--- config.mk ---
export PLATFORM = sky130hd
export DESIGN_NAME = csa_reduce_pipe_flat
export DESIGN_NICKNAME = d
export VERILOG_FILES = /design/src/rtl/csa_reduce_pipe_if.sv /design/src/rtl/csa_reduce_pipe.sv /design/src/flat_wrapper.sv
export SDC_FILE = /design/constraint.sdc
export NUM_CORES = 1
export LEC_CHECK = 0
export BUFFER_PORTS_ARGS = -buffer_cell sky130_fd_sc_hd__buf_2
export CAP_MARGIN = 20
export CORE_MARGIN = 1.5
export CORE_UTILIZATION = 30
export DETAILED_ROUTE_END_ITERATION = 16
export GPL_TIMING_DRIVEN = 0
export HOLD_SLACK_MARGIN = 0.12
export SYNTH_ARGS = -nofsm -noshare
export SYNTH_HDL_FRONTEND = slang
export SYNTH_SLANG_ARGS = --single-unit
--- constraint.sdc ---
create_clock -name clock -period 4.3 [get_ports clock]
set_input_delay 0.86 -clock clock [delete_from_list [all_inputs] [get_ports clock]]
set_output_delay 0.86 -clock clock [all_outputs]
set_load 0.05 [all_outputs]
--- src/rtl/csa_reduce_pipe_if.sv ---
// csa_reduce_pipe_if: operand-beat input and sum/carry result output handshakes.
// The master drives beats and consumes results; the slave is the reduction tree.
interface csa_reduce_pipe_if #(
  parameter int WIDTH  = 10,
  parameter int NUM_IN = 9,
  parameter int TAG_W  = 4
);
  logic                    io_in_valid;
  logic                    io_in_ready;
  logic [NUM_IN*WIDTH-1:0] io_in_data;
  logic [TAG_W-1:0]        io_in_tag;
  logic                    io_out_valid;
  logic                    io_out_ready;
  logic [WIDTH-1:0]        io_out_sum;
  logic [WIDTH-1:0]        io_out_carry;
  logic [TAG_W-1:0]        io_out_tag;

  modport master (
    output io_in_valid,
    output io_in_data,
    output io_in_tag,
    output io_out_ready,
    input  io_in_ready,
    input  io_out_valid,
    input  io_out_sum,
    input  io_out_carry,
    input  io_out_tag
  );

  modport slave (
    input  io_in_valid,
    input  io_in_data,
    input  io_in_tag,
    input  io_out_ready,
    output io_in_ready,
    output io_out_valid,
    output io_out_sum,
    output io_out_carry,
    output io_out_tag
  );
endinterface

--- src/rtl/csa_reduce_pipe.sv ---
// csa_reduce_pipe: pipelined 3:2 carry-save reduction tree, one register per layer.
// Define CSA_FINAL_ADD_EN to append a registered carry-propagate stage.
module csa_reduce_pipe #(
  parameter int WIDTH  = 10,
  parameter int NUM_IN = 9,
  parameter int TAG_W  = 4
) (
  input  logic             clock,
  input  logic             reset,
  csa_reduce_pipe_if.slave io
);

  localparam int LEVELS = (NUM_IN == 3) ? 1 :
                          (NUM_IN == 4) ? 2 :
                          (NUM_IN == 6) ? 3 : 4;
`ifdef CSA_FINAL_ADD_EN
  localparam int FA = 1;
`else
  localparam int FA = 0;
`endif
  localparam int NST = LEVELS + FA;

  if (NUM_IN != 3 && NUM_IN != 4 &&
      NUM_IN != 6 && NUM_IN != 9) begin : g_bad_num_in
    $error("csa_reduce_pipe: NUM_IN must be 3, 4, 6 or 9");
  end

  // rows present after layer s; s = 0 is the raw operand set
  function automatic int rows_at(int s);
    int r;
    case (LEVELS - s)
      4:       r = 9;
      3:       r = 6;
      2:       r = 4;
      1:       r = 3;
      default: r = 2;
    endcase
    return r;
  endfunction

  logic [WIDTH-1:0] lin [LEVELS][NUM_IN];
  logic [WIDTH-1:0] nxt [LEVELS][NUM_IN];
  logic [WIDTH-1:0] q   [LEVELS][NUM_IN];
  logic [TAG_W-1:0] tg  [NST];
  logic [NST-1:0]   v;
  logic [NST-1:0]   ld;
  logic [NST:0]     take;

  // take[i]: stage i loads this edge; chained straight from io_out_ready
  always_comb begin
    take = '0;
    ld   = '0;
    take[NST] = io.io_out_ready;
    for (int i = NST - 1; i >= 0; i--) begin
      take[i] = !v[i] || take[i + 1];
    end
    ld[0] = take[0] && io.io_in_valid;
    for (int i = 1; i < NST; i++) begin
      ld[i] = take[i] && v[i - 1];
    end
  end

  always_comb begin
    logic [WIDTH-1:0] a, b, c, cy;
    int r, g, l, k, m;
    a  = '0;
    b  = '0;
    c  = '0;
    cy = '0;
    r  = 0;
    g  = 0;
    l  = 0;
    k  = 0;
    m  = 0;
    for (int j = 0; j < NUM_IN; j++) begin
      lin[0][j] = io.io_in_data[j*WIDTH +: WIDTH];
    end
    for (int i = 1; i < LEVELS; i++) begin
      for (int j = 0; j < NUM_IN; j++) begin
        lin[i][j] = q[i - 1][j];
      end
    end
    for (int i = 0; i < LEVELS; i++) begin
      for (int j = 0; j < NUM_IN; j++) begin
        nxt[i][j] = '0;
      end
      r = rows_at(i);
      g = r / 3;
      l = r % 3;
      for (int p = 0; p < NUM_IN / 3; p++) begin
        if (p < g) begin
          a  = lin[i][3*p];
          b  = lin[i][3*p + 1];
          c  = lin[i][3*p + 2];
          cy = (a & b) | ((a ^ b) & c);
          nxt[i][2*p]     = a ^ b ^ c;
          nxt[i][2*p + 1] = {cy[WIDTH-2:0], 1'b0};
        end
      end
      // leftover rows ride along untouched, after all group outputs
      for (int j = 0; j < 2; j++) begin
        k = 2*g + j;
        m = 3*g + j;
        if (j < l && k < NUM_IN && m < NUM_IN) begin
          nxt[i][k] = lin[i][m];
        end
      end
    end
  end

  always_ff @(posedge clock) begin
    if (reset) begin
      v <= '0;
      for (int i = 0; i < NST; i++) begin
        tg[i] <= '0;
      end
      for (int i = 0; i < LEVELS; i++) begin
        for (int j = 0; j < NUM_IN; j++) begin
          q[i][j] <= '0;
        end
      end
    end else begin
      if (take[0]) v[0] <= io.io_in_valid;
      if (ld[0])   tg[0] <= io.io_in_tag;
      for (int i = 1; i < NST; i++) begin
        if (take[i]) v[i] <= v[i - 1];
        if (ld[i])   tg[i] <= tg[i - 1];
      end
      for (int i = 0; i < LEVELS; i++) begin
        if (ld[i]) begin
          for (int j = 0; j < NUM_IN; j++) begin
            q[i][j] <= nxt[i][j];
          end
        end
      end
    end
  end

`ifdef CSA_FINAL_ADD_EN
  logic [WIDTH-1:0] fsum;

  always_ff @(posedge clock) begin
    if (reset) begin
      fsum <= '0;
    end else if (ld[LEVELS]) begin
      fsum <= q[LEVELS-1][0] + q[LEVELS-1][1];
    end
  end

  assign io.io_out_sum   = fsum;
  assign io.io_out_carry = '0;
`else
  assign io.io_out_sum   = q[LEVELS-1][0];
  assign io.io_out_carry = q[LEVELS-1][1];
`endif

  assign io.io_out_valid = v[NST-1];
  assign io.io_out_tag   = tg[NST-1];
  assign io.io_in_ready  = take[0];

endmodule

--- src/flat_wrapper.sv ---
// flat-port wrapper written by rule: the top's interface ports become plain ports
module csa_reduce_pipe_flat 
#(
  parameter int WIDTH  = 10,
  parameter int NUM_IN = 9,
  parameter int TAG_W  = 4
)
  (clock, reset, io_io_in_valid, io_io_in_data, io_io_in_tag, io_io_out_ready, io_io_in_ready, io_io_out_valid, io_io_out_sum, io_io_out_carry, io_io_out_tag);
  csa_reduce_pipe_if #(.WIDTH(WIDTH), .NUM_IN(NUM_IN), .TAG_W(TAG_W)) io_i ();
  input  logic clock;
  input  logic reset;
  input wire logic [$bits(io_i.io_in_valid)-1:0] io_io_in_valid;
  input wire logic [$bits(io_i.io_in_data)-1:0] io_io_in_data;
  input wire logic [$bits(io_i.io_in_tag)-1:0] io_io_in_tag;
  input wire logic [$bits(io_i.io_out_ready)-1:0] io_io_out_ready;
  output wire logic [$bits(io_i.io_in_ready)-1:0] io_io_in_ready;
  output wire logic [$bits(io_i.io_out_valid)-1:0] io_io_out_valid;
  output wire logic [$bits(io_i.io_out_sum)-1:0] io_io_out_sum;
  output wire logic [$bits(io_i.io_out_carry)-1:0] io_io_out_carry;
  output wire logic [$bits(io_i.io_out_tag)-1:0] io_io_out_tag;
  assign io_i.io_in_valid = io_io_in_valid;
  assign io_i.io_in_data = io_io_in_data;
  assign io_i.io_in_tag = io_io_in_tag;
  assign io_i.io_out_ready = io_io_out_ready;
  assign io_io_in_ready = io_i.io_in_ready;
  assign io_io_out_valid = io_i.io_out_valid;
  assign io_io_out_sum = io_i.io_out_sum;
  assign io_io_out_carry = io_i.io_out_carry;
  assign io_io_out_tag = io_i.io_out_tag;
  csa_reduce_pipe #(.WIDTH(WIDTH), .NUM_IN(NUM_IN), .TAG_W(TAG_W)) u_core (.clock(clock), .reset(reset), .io(io_i));
endmodule
==> impl_results.html, run 1 <==
<table>
<tr><th>Metric</th><th>Value</th></tr>
<tr><th colspan="2">Die</th></tr>
<tr><td>Die extent in x</td><td>164.5 um</td></tr>
<tr><td>Core Footprint</td><td>25,400 um^2</td></tr>
<tr><td>Number of placed I/O pins</td><td>124</td></tr>
<tr><td>Die Y-Extent</td><td>164.5 um</td></tr>
<tr><td>Area enclosed by the die boundary</td><td>27,060 um^2</td></tr>
<tr><td>Number of rows created at floorplan</td><td>58</td></tr>
<tr><td>Effective utilization at floorplan</td><td>30.80%</td></tr>
<tr><th colspan="2">Setup path</th></tr>
<tr><td>Max Fanout on Critical Path</td><td>4</td></tr>
<tr><td>Reg2Reg Depth</td><td>3</td></tr>
<tr><td>Launch point of the worst reg-to-reg path</td><td>u_core.v[1]$_SDFFE_PP0P_</td></tr>
<tr><td>Worst EP arrival</td><td>1.64 ns</td></tr>
<tr><td>Required time at the worst-slack endpoint</td><td>3.44 ns</td></tr>
<tr><td>Critical Path Source</td><td>io_io_out_ready</td></tr>
<tr><td>Worst Setup End Kind</td><td>output pin</td></tr>
<tr><td>Cell repeated most along the worst path</td><td>sky130_fd_sc_hd__buf_2</td></tr>
<tr><td>Nature of the critical path startpoint</td><td>input pin</td></tr>
<tr><td>Worst setup path endpoint</td><td>io_io_in_ready</td></tr>
<tr><td>Largest stage delay on the critical path</td><td>0.35 ns</td></tr>
<tr><td>End of the worst register-to-register path</td><td>u_core.q[0][106]$_SDFFCE_PN0P_</td></tr>
<tr><td>Cells along the critical path</td><td>buf_2, and4b_4, nand2_1, buf_2</td></tr>
<tr><td>Reg-to-reg slack, setup</td><td>2.16 ns</td></tr>
<tr><td>Critical setup path kind</td><td>input pin to output pin</td></tr>
<tr><td>Slowest cell on the critical path</td><td>sky130_fd_sc_hd__and4b_4</td></tr>
<tr><th colspan="2">Power</th></tr>
<tr><td>Clock Power Share</td><td>38.0%</td></tr>
<tr><td>Combinational cell fraction of total power</td><td>12.2%</td></tr>
<tr><td>IR drop worst, VDD</td><td>0.0002509 V</td></tr>
<tr><td>Pwr/cell area</td><td>406.6 nW/um^2</td></tr>
<tr><td>Leakage power</td><td>0.003773 uW</td></tr>
<tr><td>Sequential share of power</td><td>49.7%</td></tr>
<tr><td>Internal Dissipation</td><td>2976 uW</td></tr>
<tr><td>Sw Ratio</td><td>22.70%</td></tr>
<tr><td>Power spent charging and discharging nets</td><td>874.2 uW</td></tr>
<tr><th colspan="2">Synth</th></tr>
<tr><td>Synthesized area per cell</td><td>16.40 um^2</td></tr>
<tr><td>Number of distinct standard cells referenced by the synthesized netlist</td><td>32</td></tr>
<tr><td>Share of the yosys chip area belonging to registers</td><td>60.51%</td></tr>
<tr><td>Post-synthesis instance total</td><td>477</td></tr>
<tr><td>EDFF count, synth</td><td>155</td></tr>
<tr><td>Most common flop cell mapped by yosys</td><td>sky130_fd_sc_hd__edfxtp_1</td></tr>
<tr><td>Post-synth ARST share</td><td>0%</td></tr>
<tr><td>Count of yosys warnings during synthesis</td><td>0</td></tr>
<tr><td>Post-synthesis sequential element count</td><td>159</td></tr>
<tr><td>Post-synthesis instance area</td><td>7824 um^2</td></tr>
<tr><th colspan="2">CTS</th></tr>
<tr><td>Worst-path clk slew</td><td>0.06 ns</td></tr>
<tr><td>Clock buffers created by TritonCTS</td><td>17</td></tr>
<tr><td>Sink Count</td><td>159</td></tr>
<tr><td>Worst-Skew Late Latency</td><td>0.42 ns</td></tr>
<tr><td>Post-cts gate resize count</td><td>0</td></tr>
<tr><td>Clock Path Buffers</td><td>2</td></tr>
<tr><td>CTS tree</td><td>yes</td></tr>
<tr><td>Post-CTS Repair Setup Buffers</td><td>0</td></tr>
<tr><td>Depth of the CTS H-tree</td><td>4</td></tr>
<tr><td>Number of hold-repair buffers added at the cts stage</td><td>0</td></tr>
<tr><td>Cell at the root of the clock tree</td><td>sky130_fd_sc_hd__clkbuf_16</td></tr>
<tr><th colspan="2">Finish</th></tr>
<tr><td>Share of layout cells above drive strength 1</td><td>38.70%</td></tr>
<tr><td>Nets@finish</td><td>779</td></tr>
<tr><td>Area taken by multi-input logic gates</td><td>2778 um^2</td></tr>
<tr><td>Diodes inserted</td><td>0</td></tr>
<tr><td>Storage element area</td><td>4735 um^2</td></tr>
<tr><td>Filler Cells Inserted</td><td>2,410</td></tr>
<tr><td>Syn-to-layout area delta</td><td>21.05%</td></tr>
<tr><th colspan="2">Global route</th></tr>
<tr><td>Total gr overflow</td><td>0</td></tr>
<tr><td>Total Routing Usage GR</td><td>11.58%</td></tr>
<tr><td>Pin count of the biggest net entering global routing</td><td>38</td></tr>
<tr><td>Number of global-route vias before repair</td><td>4,175</td></tr>
<tr><td>Initial antenna violation count</td><td>0</td></tr>
<tr><td>First-pass GRT wire length</td><td>22,750 um</td></tr>
<tr><th colspan="2">Routing</th></tr>
<tr><td>DR pass1 iterations</td><td>4</td></tr>
<tr><td>Routed WL per cell</td><td>14.92 um</td></tr>
<tr><td>Number of antenna-violating nets in the routed design</td><td>0</td></tr>
<tr><td>Aggregate routed wire length</td><td>14,370 um</td></tr>
<tr><td>First DRT Iteration DRCs</td><td>240</td></tr>
<tr><td>Vias after detailed routing</td><td>3,963</td></tr>
<tr><td>Detailed-route vias per instance</td><td>4.115</td></tr>
<tr><td>Count of unresolved DRC violations after routing</td><td>0</td></tr>
<tr><th colspan="2">STA</th></tr>
<tr><td>Clock skew after layout</td><td>0.006877 ns</td></tr>
<tr><td>Setup-violating endpoint count in the final report</td><td>0</td></tr>
<tr><td>Maximum frequency from static timing analysis</td><td>399.7 MHz</td></tr>
<tr><td>Post-route clock period utilization</td><td>58.19%</td></tr>
<tr><td>Post-route setup slack</td><td>1.798 ns</td></tr>
<tr><td>Count of final max-slew check failures</td><td>0</td></tr>
<tr><td>Total negative setup slack</td><td>0 ns</td></tr>
<tr><td>Tightest slew margin relative to the limit</td><td>41.99%</td></tr>
<tr><td>Number of hold-slack violations in the final timing report</td><td>0</td></tr>
<tr><td>Pin slew with the least headroom to its limit</td><td>0.8702 ns</td></tr>
<tr><td>Tmin final</td><td>2.502 ns</td></tr>
<tr><td>Setup repair after global routing missed its margin</td><td>false</td></tr>
<tr><th colspan="2">Placement</th></tr>
<tr><td>Post-Place Worst Slack</td><td>1.536 ns</td></tr>
<tr><td>Number of buffer cells added on primary ports</td><td>121</td></tr>
<tr><td>Global placement routability congestion</td><td>0.7580</td></tr>
<tr><td>Hpwl dp</td><td>11,030 um</td></tr>
<tr><th colspan="2">Hold path</th></tr>
<tr><td>Path class of the lowest-slack min-delay path</td><td>flop to flop</td></tr>
<tr><th colspan="2">Flow run</th></tr>
<tr><td>Max-capacitance violation count</td><td>0</td></tr>
<tr><th colspan="2">Outcome</th></tr>
<tr><td>Outcome</td><td>finished, final reports clean</td></tr>
</table>
==> critical path: cells and delay by family <==
| family | cells | cell delay (ns) |
|---|---|---|
| AND/OR/NAND/NOR | 2 | 0.44 |
| buffers and inverters | 2 | 0.34 |
==> synth_stat cells, types with 2 or more instances <==
cell type	count	share of area, %
sky130_fd_sc_hd__dfxtp_1	4	1.0
sky130_fd_sc_hd__xor2_1	6	0.67
sky130_fd_sc_hd__ha_1	3	0.48
sky130_fd_sc_hd__a21oi_2	14	1.6
sky130_fd_sc_hd__nor2_1	10	0.48
sky130_fd_sc_hd__a21boi_0	34	3.3
sky130_fd_sc_hd__or2_2	2	0.16
sky130_fd_sc_hd__a21boi_2	46	6.6
sky130_fd_sc_hd__inv_1	33	1.6
sky130_fd_sc_hd__edfxtp_1	155	59
sky130_fd_sc_hd__clkbuf_1	11	0.53
sky130_fd_sc_hd__buf_4	8	0.77
sky130_fd_sc_hd__and2_1	47	3.8
sky130_fd_sc_hd__nor2_2	10	0.80
sky130_fd_sc_hd__xnor2_1	8	0.90
sky130_fd_sc_hd__nand3b_1	2	0.19
sky130_fd_sc_hd__nand2b_1	2	0.16
sky130_fd_sc_hd__fa_1	58	15
sky130_fd_sc_hd__a21o_1	4	0.38
sky130_fd_sc_hd__buf_6	8	1.2
==> placed cells by master, fill, tap and decap left out, types with 2 or more instances in the layout <==
cell                          n
sky130_fd_sc_hd__buf_4        8
sky130_fd_sc_hd__conb_1       2
sky130_fd_sc_hd__edfxtp_1   155
sky130_fd_sc_hd__a21boi_2    46
sky130_fd_sc_hd__clkinv_2     2
sky130_fd_sc_hd__xnor2_1      8
sky130_fd_sc_hd__nand3b_1     2
sky130_fd_sc_hd__clkbuf_8     7
sky130_fd_sc_hd__buf_6        8
sky130_fd_sc_hd__a21oi_2     14
sky130_fd_sc_hd__ha_1         3
sky130_fd_sc_hd__a21o_1       3
sky130_fd_sc_hd__nand2b_1     2
sky130_fd_sc_hd__buf_2      122
sky130_fd_sc_hd__dfxtp_1      4
sky130_fd_sc_hd__nor2_2      10
sky130_fd_sc_hd__and2_1      47
sky130_fd_sc_hd__fa_1        58
sky130_fd_sc_hd__clkbuf_1    15
sky130_fd_sc_hd__or2_2        2
sky130_fd_sc_hd__xor2_1       6
sky130_fd_sc_hd__nor2_1      10
sky130_fd_sc_hd__a21boi_0    34
sky130_fd_sc_hd__clkbuf_16   17
sky130_fd_sc_hd__inv_1       33
==> stage by stage <==
stage               util, %  instance area [um^2]  total power (uW)  instances  hold WS [ns]
floorplan                 -                  7828              2228        478        0.4955
global placement      34.83                  8846              2427        929        0.5042
detailed placement    34.99                  8886              2434        931        0.5078
CTS                   37.29                  9470              3896        963        0.5222
global route          37.29                  9470              4011        963        0.5366
finish                37.29                  9470              3850        963        0.5207
==> state kept, by name, indices dropped and copies added, names as in the netlist <==
register,flops
u_core.v,4
u_core.tg,16
u_core.q,139
==> per-layer routing <==
metal / vias to the layer above / track usage [%] / wire length, um
met3: 11 / 2.637 / 516
met1: 1916 / 14.98 / 6589
met4: 0 / 3.440 / 145
met2: 90 / 19.39 / 7120
li1: 1946 / - / -
met5: - / 0 / 0
==> area by class of cell <==
| cell class | instances | area share, % |
|---|---|---|
| Clock buffer | 28 | 5.668 |
| Clock inverter | 4 | 0.5020 |
| Sequential cell | 159 | 49.99 |
| Buffer | 28 | 2.074 |
| Inverter | 33 | 1.308 |
| Multi-Input combinational cell | 258 | 29.33 |
| Timing Repair Buffer | 123 | 6.764 |
| Tap cell | 330 | 4.360 |
==> worst min-delay path by stage <==
stage,to,slack [ns],from,depth (start not counted)
final,u_core.tg[1][0]$_SDFFCE_PN0P_,0.52,u_core.tg[0][0]$_SDFFCE_PN0P_,1
after global routing,u_core.tg[2][2]$_SDFFCE_PN0P_,0.54,u_core.tg[1][2]$_SDFFCE_PN0P_,1
after floorplan,u_core.v[3]$_SDFFE_PP0P_,0.50,u_core.v[2]$_SDFFE_PP0P_,2
after CTS,u_core.tg[3][3]$_SDFFCE_PN0P_,0.52,u_core.tg[2][3]$_SDFFCE_PN0P_,1
after detailed placement,u_core.tg[3][3]$_SDFFCE_PN0P_,0.51,u_core.tg[2][3]$_SDFFCE_PN0P_,1
after global placement,u_core.tg[3][3]$_SDFFCE_PN0P_,0.50,u_core.tg[2][3]$_SDFFCE_PN0P_,1
==> cell families (layout without fill, tap and decap cells) <==
kind of cell | Yosys count | count (layout) | synth area share [%]
DFF | 159 | 159 | 60.51
xor gates and xnor gates | 14 | 14 | 1.567
other | 1 | 2 | 0.04793
buffers and inverters | 61 | 216 | 4.094
adders and majority gates | 61 | 61 | 15.32
and+or+nand+nor | 80 | 80 | 6.349
AOI/OAI and AO/OA | 101 | 101 | 12.11
==> power by group through the flow <==
stage	clock network (uW)	registers, uW	logic (uW)
finish	1460	1920	470
global route	1550	1930	528
CTS	1490	1920	484
detailed placement	0	1950	484
global placement	0	1950	478
floorplan	0	1960	264
(Power assumes the default switching activity.)
==> run 2: changes to the inputs <==
==> constraint.sdc (replaced) <==
create_clock -name clock -period 2.61 [get_ports clock]
set_input_delay 0.522 -clock clock [delete_from_list [all_inputs] [get_ports clock]]
set_output_delay 0.522 -clock clock [all_outputs]
set_load 0.05 [all_outputs]
==> impl_results.html, run 2 (synthesized netlist as in run 1, its figures left out) <==
<table>
<tr><th>Metric</th><th>Value</th></tr>
<tr><th colspan="2">STA</th></tr>
<tr><td>Maximum frequency from static timing analysis</td><td>463.9 MHz</td></tr>
<tr><td>Clock skew after layout</td><td>0.009409 ns (was 0.006877 ns)</td></tr>
<tr><td>Setup repair after global routing missed its margin</td><td>false (unchanged)</td></tr>
<tr><td>Pin slew with the least headroom to its limit</td><td>0.8827 ns (was 0.8702 ns)</td></tr>
<tr><td>Tmin final</td><td>2.155 ns</td></tr>
<tr><td>Count of final max-slew check failures</td><td>0 (unchanged)</td></tr>
<tr><td>Tightest slew margin relative to the limit</td><td>41.15% (was 41.99%)</td></tr>
<tr><td>Setup-violating endpoint count in the final report</td><td>0 (unchanged)</td></tr>
<tr><td>Post-route clock period utilization</td><td>82.58%</td></tr>
<tr><td>Number of hold-slack violations in the final timing report</td><td>0 (unchanged)</td></tr>
<tr><th colspan="2">CTS</th></tr>
<tr><td>Number of hold-repair buffers added at the cts stage</td><td>0 (unchanged)</td></tr>
<tr><td>Depth of the CTS H-tree</td><td>4 (unchanged)</td></tr>
<tr><td>Sink Count</td><td>159 (unchanged)</td></tr>
<tr><td>Clock Path Buffers</td><td>2 (unchanged)</td></tr>
<tr><td>Post-CTS Repair Setup Buffers</td><td>0 (unchanged)</td></tr>
<tr><td>CTS tree</td><td>yes (unchanged)</td></tr>
<tr><td>Worst-path clk slew</td><td>0.06 ns (about the same)</td></tr>
<tr><td>Worst-Skew Late Latency</td><td>0.42 ns (about the same)</td></tr>
<tr><td>Post-cts gate resize count</td><td>0 (unchanged)</td></tr>
<tr><td>Clock buffers created by TritonCTS</td><td>17 (unchanged)</td></tr>
<tr><td>Cell at the root of the clock tree</td><td>sky130_fd_sc_hd__clkbuf_16 (unchanged)</td></tr>
<tr><th colspan="2">Die</th></tr>
<tr><td>Die Y-Extent</td><td>164.5 um (unchanged)</td></tr>
<tr><td>Number of placed I/O pins</td><td>124 (unchanged)</td></tr>
<tr><td>Effective utilization at floorplan</td><td>30.80% (unchanged)</td></tr>
<tr><td>Core Footprint</td><td>25,400 um^2 (unchanged)</td></tr>
<tr><td>Die extent in x</td><td>164.5 um (unchanged)</td></tr>
<tr><td>Number of rows created at floorplan</td><td>58 (unchanged)</td></tr>
<tr><td>Area enclosed by the die boundary</td><td>27,060 um^2 (unchanged)</td></tr>
<tr><th colspan="2">Finish</th></tr>
<tr><td>Syn-to-layout area delta</td><td>20.44% (was 21.05%)</td></tr>
<tr><td>Post-Layout Cell Count</td><td>962 (was 963)</td></tr>
<tr><td>Flip-flop count of the largest register after layout</td><td>139 (unchanged)</td></tr>
<tr><td>Highest-count cells in the layout ignoring fill and taps</td><td>155 x sky130_fd_sc_hd__edfxtp_1, 122 x sky130_fd_sc_hd__buf_2, 58 x sky130_fd_sc_hd__fa_1 (unchanged)</td></tr>
<tr><td>Final standard cell utilization of the core</td><td>37.10% (was 37.29%)</td></tr>
<tr><td>Area taken by multi-input logic gates</td><td>2778 um^2 (unchanged)</td></tr>
<tr><td>Filler Cells Inserted</td><td>2,429 (was 2,410)</td></tr>
<tr><td>Storage element area</td><td>4735 um^2 (unchanged)</td></tr>
<tr><td>Diodes inserted</td><td>0 (unchanged)</td></tr>
<tr><td>Most frequent standard cell in the layout excluding fill and tap cells</td><td>sky130_fd_sc_hd__edfxtp_1 (unchanged)</td></tr>
<tr><td>Largest register by flop count</td><td>u_core.q (unchanged)</td></tr>
<tr><td>Nets@finish</td><td>779 (unchanged)</td></tr>
<tr><td>Largest registers</td><td>u_core.q x139, u_core.tg x16, u_core.v x4 (unchanged)</td></tr>
<tr><td>Share of layout cells above drive strength 1</td><td>38.13% (was 38.70%)</td></tr>
<tr><th colspan="2">Global route</th></tr>
<tr><td>Met2 capacity usage during global routing</td><td>19.64% (was 19.39%)</td></tr>
<tr><td>Number of global-route vias before repair</td><td>4,123 (was 4,175)</td></tr>
<tr><td>Initial antenna violation count</td><td>0 (unchanged)</td></tr>
<tr><td>Total Routing Usage GR</td><td>11.62% (was 11.58%)</td></tr>
<tr><td>GR Util met3</td><td>2.813% (was 2.637%)</td></tr>
<tr><td>Pin count of the biggest net entering global routing</td><td>43 (was 38)</td></tr>
<tr><td>Most heavily used metal layer in global routing</td><td>met2 (unchanged)</td></tr>
<tr><td>Fraction of met1 tracks used by global routing</td><td>14.55% (was 14.98%)</td></tr>
<tr><td>First-pass GRT wire length</td><td>22,690 um (was 22,750 um)</td></tr>
<tr><td>Total gr overflow</td><td>0 (unchanged)</td></tr>
<tr><th colspan="2">Power</th></tr>
<tr><td>Internal Dissipation</td><td>4797 uW (was 2976 uW)</td></tr>
<tr><td>Sw Ratio</td><td>23.18% (was 22.70%)</td></tr>
<tr><td>IR drop worst, VDD</td><td>0.0004419 V (was 0.0002509 V)</td></tr>
<tr><td>Combinational cell fraction of total power</td><td>12.4% (was 12.2%)</td></tr>
<tr><td>Clock Power Share</td><td>37.0% (was 38.0%)</td></tr>
<tr><td>Pwr/cell area</td><td>662.7 nW/um^2 (was 406.6 nW/um^2)</td></tr>
<tr><td>Power spent charging and discharging nets</td><td>1447 uW (was 874.2 uW)</td></tr>
<tr><td>Leakage power</td><td>0.003753 uW (was 0.003773 uW)</td></tr>
<tr><td>Sequential share of power</td><td>50.5% (was 49.7%)</td></tr>
<tr><th colspan="2">Placement</th></tr>
<tr><td>Global placement routability congestion</td><td>0.7710 (was 0.7580)</td></tr>
<tr><td>Placed Cells incl. Taps</td><td>931 (unchanged)</td></tr>
<tr><td>Number of buffer cells added on primary ports</td><td>121 (unchanged)</td></tr>
<tr><td>Hpwl dp</td><td>11,180 um (was 11,030 um)</td></tr>
<tr><th colspan="2">Routing</th></tr>
<tr><td>Detailed-route vias per instance</td><td>4.121 (was 4.115)</td></tr>
<tr><td>Vias after detailed routing</td><td>3,964 (was 3,963)</td></tr>
<tr><td>Routed WL per cell</td><td>15.09 um (was 14.92 um)</td></tr>
<tr><td>Count of unresolved DRC violations after routing</td><td>0 (unchanged)</td></tr>
<tr><td>DR pass1 iterations</td><td>6 (was 4)</td></tr>
<tr><td>Number of antenna-violating nets in the routed design</td><td>0 (unchanged)</td></tr>
<tr><td>First DRT Iteration DRCs</td><td>165 (was 240)</td></tr>
<tr><td>Aggregate routed wire length</td><td>14,510 um (was 14,370 um)</td></tr>
<tr><th colspan="2">Setup path</th></tr>
<tr><td>Nature of the critical path startpoint</td><td>flop (was input pin)</td></tr>
<tr><td>Crit-path leading delay family</td><td>simple AND/OR/NAND/NOR gates (unchanged)</td></tr>
<tr><td>Critical setup path kind</td><td>flop to flop (was input pin to output pin)</td></tr>
<tr><td>Worst EP arrival</td><td>2.19 ns (was 1.64 ns)</td></tr>
<tr><td>Count of buffer and inverter cells on the critical path</td><td>0 (was 2)</td></tr>
<tr><td>Largest stage delay on the critical path</td><td>0.78 ns (was 0.35 ns)</td></tr>
<tr><td>Worst Setup End Kind</td><td>flop (was output pin)</td></tr>
<tr><td>Required time at the worst-slack endpoint</td><td>2.65 ns (was 3.44 ns)</td></tr>
<tr><td>Cells along the critical path</td><td>and4b_4, nor3b_1, or2_2 (was buf_2, and4b_4, nand2_1, buf_2)</td></tr>
<tr><td>Max Fanout on Critical Path</td><td>37 (was 4)</td></tr>
<tr><td>Slowest cell on the critical path</td><td>sky130_fd_sc_hd__or2_2 (was sky130_fd_sc_hd__and4b_4)</td></tr>
<tr><th colspan="2">Outcome</th></tr>
<tr><td>Outcome</td><td>finished, final reports clean (unchanged)</td></tr>
<tr><th colspan="2">Hold path</th></tr>
<tr><td>Path class of the lowest-slack min-delay path</td><td>input pin to flop (was flop to flop)</td></tr>
<tr><th colspan="2">Flow run</th></tr>
<tr><td>Max-capacitance violation count</td><td>0 (unchanged)</td></tr>
</table>
run 2: changes by cell type in the layout (fill, tap and decap cells not counted):
cell,before,now
sky130_fd_sc_hd__bufinv_16,1,2
sky130_fd_sc_hd__clkinv_2,2,5
sky130_fd_sc_hd__clkinvlp_4,1,0
sky130_fd_sc_hd__clkinv_1,0,3
sky130_fd_sc_hd__clkbuf_8,7,0
run 2: per-stage QoR:
stage / worst slack [ns] / setup TNS [ns] / total power [uW] / hold WS [ns] / instance area (um^2)
final: 0.4546 / 0 / 6245 / 0.4024 / 9423
after global routing: 0.2371 / 0 / 6516 / 0.4064 / 9423
after CTS: 0.4372 / 0 / 6316 / 0.3770 / 9423
after detailed placement: 0.1663 / 0 / 4013 / 0.5082 / 8886
after global placement: -0.01673 / -0.5714 / 3995 / 0.5054 / 8847
after floorplan: 0.1626 / 0 / 3669 / 0.4955 / 7829
run 2: area by class of cell:
type                       instances  share of cell area, %
sequential                       159                  50.25
clock buffer                      21                  4.674
clock inverter                    10                  1.022
buffer                            28                  2.085
timing repair buffer             123                  6.799
tap                              330                  4.382
multi-input combinational        258                  29.48
inverter                          33                  1.315
run 2: layer usage:
layer	wire, um	share of wire, %
met1	6433	44
met2	7189	50
met3	641	4.4
met4	250	1.7
met5	0	0
run 2: path summary, 6_finish.rpt:
path / from / to / slack [ns] / cells after the start
setup reg to reg: u_core.v[1]$_SDFFE_PP0P_ / u_core.q[0][113]$_SDFFCE_PN0P_ / 0.45 / 3
hold / removal: io_io_in_valid / u_core.v[0]$_SDFFE_PP0P_ / 0.40 / 3
setup / recovery: u_core.v[1]$_SDFFE_PP0P_ / u_core.q[0][113]$_SDFFCE_PN0P_ / 0.45 / 3
hold reg to reg: u_core.tg[0][0]$_SDFFCE_PN0P_ / u_core.tg[1][0]$_SDFFCE_PN0P_ / 0.52 / 1
run 2: power by group through the flow:
stage	Sequential (uW)	Clock [uW]	Combinational, uW
after floorplan	3230	0	435
after global placement	3210	0	787
after detailed placement	3210	0	800
after CTS	3160	2360	801
after global routing	3180	2470	873
final	3150	2310	777
run 2: worst min-delay path, stage by stage:
cell                      delay, ns
sky130_fd_sc_hd__buf_2         0.11
sky130_fd_sc_hd__inv_1         0.07
sky130_fd_sc_hd__a21oi_1       0.06
==> run 3: changes to the inputs <==
--- a/config.mk
+++ b/config.mk
@@ -5,6 +5,7 @@
 export SDC_FILE = /design/constraint.sdc
 export NUM_CORES = 1
 export LEC_CHECK = 0
+export ABC_AREA = 1
 export BUFFER_PORTS_ARGS = -buffer_cell sky130_fd_sc_hd__buf_2
 export CAP_MARGIN = 20
 export CORE_MARGIN = 1.5
==> constraint.sdc (replaced) <==
create_clock -name clock -period 1.7 [get_ports clock]
set_input_delay 0.34 -clock clock [delete_from_list [all_inputs] [get_ports clock]]
set_output_delay 0.34 -clock clock [all_outputs]
set_load 0.05 [all_outputs]
==> impl_results.html, run 3 <==
<table>
<tr><th>Metric</th><th>Value</th></tr>
<tr><th colspan="2">Outcome</th></tr>
<tr><td>Outcome</td><td>finished, final reports clean (unchanged)</td></tr>
<tr><th colspan="2">Setup path</th></tr>
<tr><td>Required time at the worst-slack endpoint</td><td>1.36 ns (was 2.65 ns)</td></tr>
<tr><td>Reg-to-reg slack, setup</td><td>0.07 ns (was 0.45 ns)</td></tr>
<tr><td>Worst Setup End Kind</td><td>output pin (was flop)</td></tr>
<tr><td>Nature of the critical path startpoint</td><td>flop (unchanged)</td></tr>
<tr><td>Worst EP arrival</td><td>1.31 ns (was 2.19 ns)</td></tr>
<tr><td>End of the worst register-to-register path</td><td>u_core.q[0][86]$_SDFFCE_PN0P_ (was u_core.q[0][113]$_SDFFCE_PN0P_)</td></tr>
<tr><td>Count of buffer and inverter cells on the critical path</td><td>2 (was 0)</td></tr>
<tr><td>Largest stage delay on the critical path</td><td>0.36 ns (was 0.78 ns)</td></tr>
<tr><td>Crit-path leading delay family</td><td>flip-flops (was simple AND/OR/NAND/NOR gates)</td></tr>
<tr><td>Reg2Reg Depth</td><td>7 (was 3)</td></tr>
<tr><td>Slowest cell on the critical path</td><td>sky130_fd_sc_hd__dfxtp_4 (was sky130_fd_sc_hd__or2_2)</td></tr>
<tr><td>Cells along the critical path</td><td>inv_4, nor2_4, nand4_4, buf_8 (was and4b_4, nor3b_1, or2_2)</td></tr>
<tr><td>Max Fanout on Critical Path</td><td>4 (was 37)</td></tr>
<tr><td>Launch point of the worst reg-to-reg path</td><td>u_core.v[1]$_SDFFE_PP0P_ (unchanged)</td></tr>
<tr><td>Critical setup path kind</td><td>flop to output pin (was flop to flop)</td></tr>
<tr><th colspan="2">STA</th></tr>
<tr><td>Number of hold-slack violations in the final timing report</td><td>0 (unchanged)</td></tr>
<tr><td>Maximum frequency from static timing analysis</td><td>606.1 MHz</td></tr>
<tr><td>Setup repair after global routing missed its margin</td><td>true (was false)</td></tr>
<tr><td>Post-route clock period utilization</td><td>97.05%</td></tr>
<tr><td>Clock skew after layout</td><td>0.007367 ns (was 0.009409 ns)</td></tr>
<tr><td>Tmin final</td><td>1.650 ns</td></tr>
<tr><td>Setup-violating endpoint count in the final report</td><td>0 (unchanged)</td></tr>
<tr><td>Count of final max-slew check failures</td><td>0 (unchanged)</td></tr>
<tr><td>Total negative setup slack</td><td>0 ns (unchanged)</td></tr>
<tr><th colspan="2">Finish</th></tr>
<tr><td>Final standard cell utilization of the core</td><td>37.67% (was 37.10%)</td></tr>
<tr><td>Largest registers</td><td>u_core.q x139, u_core.tg x16, u_core.v x4 (unchanged)</td></tr>
<tr><td>Nets@finish</td><td>934 (was 779)</td></tr>
<tr><td>Share of layout cells above drive strength 1</td><td>32.66% (was 38.13%)</td></tr>
<tr><td>Highest-count cells in the layout ignoring fill and taps</td><td>177 x sky130_fd_sc_hd__inv_1, 155 x sky130_fd_sc_hd__edfxtp_1, 126 x sky130_fd_sc_hd__buf_2 (was 155 x sky130_fd_sc_hd__edfxtp_1, 122 x sky130_fd_sc_hd__buf_2, 58 x sky130_fd_sc_hd__fa_1)</td></tr>
<tr><td>Post-route cell area</td><td>9817 um^2 (was 9423 um^2)</td></tr>
<tr><td>Post-Layout Cell Count</td><td>1,122 (was 962)</td></tr>
<tr><td>Most frequent standard cell in the layout excluding fill and tap cells</td><td>sky130_fd_sc_hd__inv_1 (was sky130_fd_sc_hd__edfxtp_1)</td></tr>
<tr><td>Diodes inserted</td><td>0 (unchanged)</td></tr>
<tr><td>Largest register by flop count</td><td>u_core.q (unchanged)</td></tr>
<tr><td>Syn-to-layout area delta</td><td>22.94% (was 20.44%)</td></tr>
<tr><td>Flip-flop count of the largest register after layout</td><td>139 (unchanged)</td></tr>
<tr><th colspan="2">Placement</th></tr>
<tr><td>Post-place instance area</td><td>9064 um^2 (was 8886 um^2)</td></tr>
<tr><td>Global placement routability congestion</td><td>0.7535 (was 0.7710)</td></tr>
<tr><td>Placed Cells incl. Taps</td><td>1,085 (was 931)</td></tr>
<tr><td>Number of buffer cells added on primary ports</td><td>121 (unchanged)</td></tr>
<tr><td>Hpwl dp</td><td>11,460 um (was 11,180 um)</td></tr>
<tr><th colspan="2">Hold path</th></tr>
<tr><td>Path class of the lowest-slack min-delay path</td><td>input pin to flop (unchanged)</td></tr>
<tr><td>Hold endpoint</td><td>u_core.tg[0][0]$_SDFFCE_PN0P_ (was u_core.v[0]$_SDFFE_PP0P_)</td></tr>
<tr><td>Hold path startpoint</td><td>io_io_in_tag[0] (was io_io_in_valid)</td></tr>
<tr><td>Instance count along the most critical hold path</td><td>3 (unchanged)</td></tr>
<tr><th colspan="2">Routing</th></tr>
<tr><td>Detailed-route vias per instance</td><td>4.012 (was 4.121)</td></tr>
<tr><td>Amount of wire on met3 after detailed routing</td><td>700 um (was 641 um)</td></tr>
<tr><td>Met1 WL</td><td>7000 um (was 6433 um)</td></tr>
<tr><td>Count of unresolved DRC violations after routing</td><td>0 (unchanged)</td></tr>
<tr><td>Aggregate routed wire length</td><td>14,890 um (was 14,510 um)</td></tr>
<tr><td>First DRT Iteration DRCs</td><td>184 (was 165)</td></tr>
<tr><td>DR pass1 iterations</td><td>4 (was 6)</td></tr>
<tr><td>WL met2</td><td>7002 um (was 7189 um)</td></tr>
<tr><td>Vias after detailed routing</td><td>4,502 (was 3,964)</td></tr>
<tr><td>Routed WL per cell</td><td>13.27 um (was 15.09 um)</td></tr>
<tr><td>Number of antenna-violating nets in the routed design</td><td>0 (unchanged)</td></tr>
<tr><td>DR top layer</td><td>met4 (unchanged)</td></tr>
<tr><th colspan="2">CTS</th></tr>
<tr><td>CTS tree</td><td>yes (unchanged)</td></tr>
<tr><td>Clock Path Buffers</td><td>2 (unchanged)</td></tr>
<tr><td>Clock buffers created by TritonCTS</td><td>17 (unchanged)</td></tr>
<tr><td>Cell at the root of the clock tree</td><td>sky130_fd_sc_hd__clkbuf_16 (unchanged)</td></tr>
<tr><td>Sink Count</td><td>159 (unchanged)</td></tr>
<tr><td>Worst-Skew Late Latency</td><td>0.42 ns (about the same)</td></tr>
<tr><td>Worst-path clk slew</td><td>0.06 ns (about the same)</td></tr>
<tr><td>Depth of the CTS H-tree</td><td>4 (unchanged)</td></tr>
<tr><th colspan="2">Synth</th></tr>
<tr><td>Leading cell type by number of instances after synthesis</td><td>sky130_fd_sc_hd__inv_1 (was sky130_fd_sc_hd__edfxtp_1)</td></tr>
<tr><td>Post-synthesis instance total</td><td>628 (was 477)</td></tr>
<tr><td>Fraction of post-synthesis cell area in the top cell type by area</td><td>58.29% (was 59.49%)</td></tr>
<tr><td>Post-synth top area cell</td><td>sky130_fd_sc_hd__edfxtp_1 (unchanged)</td></tr>
<tr><td>Synthesized area per cell</td><td>12.72 um^2 (was 16.40 um^2)</td></tr>
<tr><td>Number of distinct standard cells referenced by the synthesized netlist</td><td>24 (was 32)</td></tr>
<tr><td>Post-synth ARST share</td><td>0% (unchanged)</td></tr>
<tr><td>EDFF count, synth</td><td>155 (unchanged)</td></tr>
<tr><td>Post-synthesis sequential element count</td><td>159 (unchanged)</td></tr>
<tr><td>Top post-synthesis cells by area</td><td>sky130_fd_sc_hd__edfxtp_1 58%, sky130_fd_sc_hd__fa_1 15%, sky130_fd_sc_hd__inv_1 8.4%, sky130_fd_sc_hd__a21oi_2 6.6%, sky130_fd_sc_hd__nor2_1 2.9% (was sky130_fd_sc_hd__edfxtp_1 59%, sky130_fd_sc_hd__fa_1 15%, sky130_fd_sc_hd__a21boi_2 6.6%, sky130_fd_sc_hd__and2_1 3.8%, sky130_fd_sc_hd__a21boi_0 3.3%)</td></tr>
<tr><td>Top post-synthesis cells by count</td><td>178 x sky130_fd_sc_hd__inv_1, 155 x sky130_fd_sc_hd__edfxtp_1, 61 x sky130_fd_sc_hd__nor2_1 (was 155 x sky130_fd_sc_hd__edfxtp_1, 58 x sky130_fd_sc_hd__fa_1, 47 x sky130_fd_sc_hd__and2_1)</td></tr>
<tr><td>Share of the yosys chip area belonging to registers</td><td>59.29% (was 60.51%)</td></tr>
<tr><td>Post-synthesis instance area</td><td>7985 um^2 (was 7824 um^2)</td></tr>
<tr><td>Count of yosys warnings during synthesis</td><td>0 (unchanged)</td></tr>
<tr><td>Most common flop cell mapped by yosys</td><td>sky130_fd_sc_hd__edfxtp_1 (unchanged)</td></tr>
<tr><th colspan="2">Power</th></tr>
<tr><td>Sw Ratio</td><td>25.01% (was 23.18%)</td></tr>
<tr><td>Leakage power</td><td>0.004308 uW (was 0.003753 uW)</td></tr>
<tr><td>Sequential share of power</td><td>48.7% (was 50.5%)</td></tr>
<tr><td>Power spent charging and discharging nets</td><td>2510 uW (was 1447 uW)</td></tr>
<tr><td>Clock Power Share</td><td>37.1% (was 37.0%)</td></tr>
<tr><td>Combinational cell fraction of total power</td><td>14.2% (was 12.4%)</td></tr>
<tr><td>Internal Dissipation</td><td>7527 uW (was 4797 uW)</td></tr>
<tr><td>IR drop worst, VDD</td><td>0.0006906 V (was 0.0004419 V)</td></tr>
<tr><td>Pwr/cell area</td><td>1022 nW/um^2 (was 662.7 nW/um^2)</td></tr>
<tr><th colspan="2">Flow run</th></tr>
<tr><td>Max-capacitance violation count</td><td>0 (unchanged)</td></tr>
<tr><th colspan="2">Global route</th></tr>
<tr><td>Pin count of the biggest net entering global routing</td><td>62 (was 43)</td></tr>
<tr><td>First-pass GRT wire length</td><td>23,920 um (was 22,690 um)</td></tr>
<tr><td>Total gr overflow</td><td>0 (unchanged)</td></tr>
<tr><td>Number of global-route vias before repair</td><td>4,621 (was 4,123)</td></tr>
<tr><td>Total Routing Usage GR</td><td>11.37% (was 11.62%)</td></tr>
<tr><td>Initial antenna violation count</td><td>0 (unchanged)</td></tr>
<tr><th colspan="2">Die</th></tr>
<tr><td>Number of placed I/O pins</td><td>124 (unchanged)</td></tr>
<tr><td>Area enclosed by the die boundary</td><td>27,600 um^2 (was 27,060 um^2)</td></tr>
<tr><td>Effective utilization at floorplan</td><td>30.64% (was 30.80%)</td></tr>
<tr><td>Number of rows created at floorplan</td><td>59 (was 58)</td></tr>
<tr><td>Die Y-Extent</td><td>166.1 um (was 164.5 um)</td></tr>
<tr><td>Core Footprint</td><td>26,060 um^2 (was 25,400 um^2)</td></tr>
<tr><td>Die extent in x</td><td>166.1 um (was 164.5 um)</td></tr>
</table>
## run 3: cell types whose count changed after synthesis, sizes merged, moves of 4 or more
cell,before,now
and2,47,0
nand3,0,4
xnor2,8,1
inv,33,180
a21oi,15,98
nand2,1,24
nor2,20,62
buf,17,23
a21o,4,0
clkbuf,11,4
a21boi,80,0
## run 3: worst max-delay path by stage
stage | startpoint | end | depth (start not counted)
floorplan | u_core.v[3]$_SDFFE_PP0P_ | u_core.q[1][30]$_SDFFCE_PN0P_ | 6
global placement | io_io_out_ready | u_core.q[1][38]$_SDFFCE_PN0P_ | 6
detailed placement | io_io_out_ready | u_core.q[1][44]$_SDFFCE_PN0P_ | 6
CTS | u_core.v[3]$_SDFFE_PP0P_ | u_core.q[1][108]$_SDFFCE_PN0P_ | 3
global route | u_core.v[3]$_SDFFE_PP0P_ | io_io_in_ready | 4
finish | u_core.v[3]$_SDFFE_PP0P_ | io_io_in_ready | 4
## run 3: area by class of cell
cell class,instances,area (um^2)
inverter,180,680.7
buffer,27,265.3
tap,335,419.2
clock inverter,14,150.1
sequential,159,4741
fill,2541,16240
timing repair buffer,127,670.6
clock buffer,17,425.4
multi-input combinational,263,2465
## run 3: stage by stage
stage	power [uW]	hold WS [ns]	setup slack, ns
2_1_floorplan	5856	0.3994	-0.06742
3_3_place_gp	6358	0.4932	-0.3222
3_5_place_dp	6380	0.5081	-0.3391
4_1_cts	10140	0.2231	-0.001729
5_1_grt	10530	0.2256	-0.03362
6_report	10040	0.2429	0.05009
## run 3: kinds of logic (layout without fill, tap and decap cells)
group	Yosys count	after routing	synth area share, %
AO/OA/AOI/OAI	99	99	9.025
AND/OR/NAND/NOR	93	93	4.904
adder cells (fa/ha/maj)	61	61	15.01
XOR/XNOR	8	8	0.8775
other	1	2	0.04696
flip-flops	159	159	59.29
buffers and inverters	207	365	10.84
## run 3: layer usage
| metal | up-vias | global-route usage [%] |
|---|---|---|
| li1 | 2263 | - |
| met4 | 0 | 3.917 |
| met5 | - | 0 |
| met1 | 2103 | 14.86 |
| met2 | 123 | 18.26 |
| met3 | 13 | 3.074 |
## run 3: power by group through the flow
stage | combinational (uW) | clock (uW) | sequential [uW]
after floorplan | 845 | 0 | 5010
after global placement | 1390 | 0 | 4970
after detailed placement | 1400 | 0 | 4980
after CTS | 1430 | 3810 | 4900
after global routing | 1640 | 3970 | 4930
final | 1430 | 3720 | 4890
## run 3: what timing repair did
item,in CTS,in global routing
hold buffers,1,0
pin swaps,0,1
gates resized for setup,19,14
endpoints found under the hold margin,4,0
buffers inserted,2,2
endpoints found under the setup margin,164,89
## run 3: tightest hold or removal path, stage by stage
cell	delay (ns)
sky130_fd_sc_hd__buf_2	0.08
sky130_fd_sc_hd__inv_1	0.04
sky130_fd_sc_hd__nor2_1	0.09
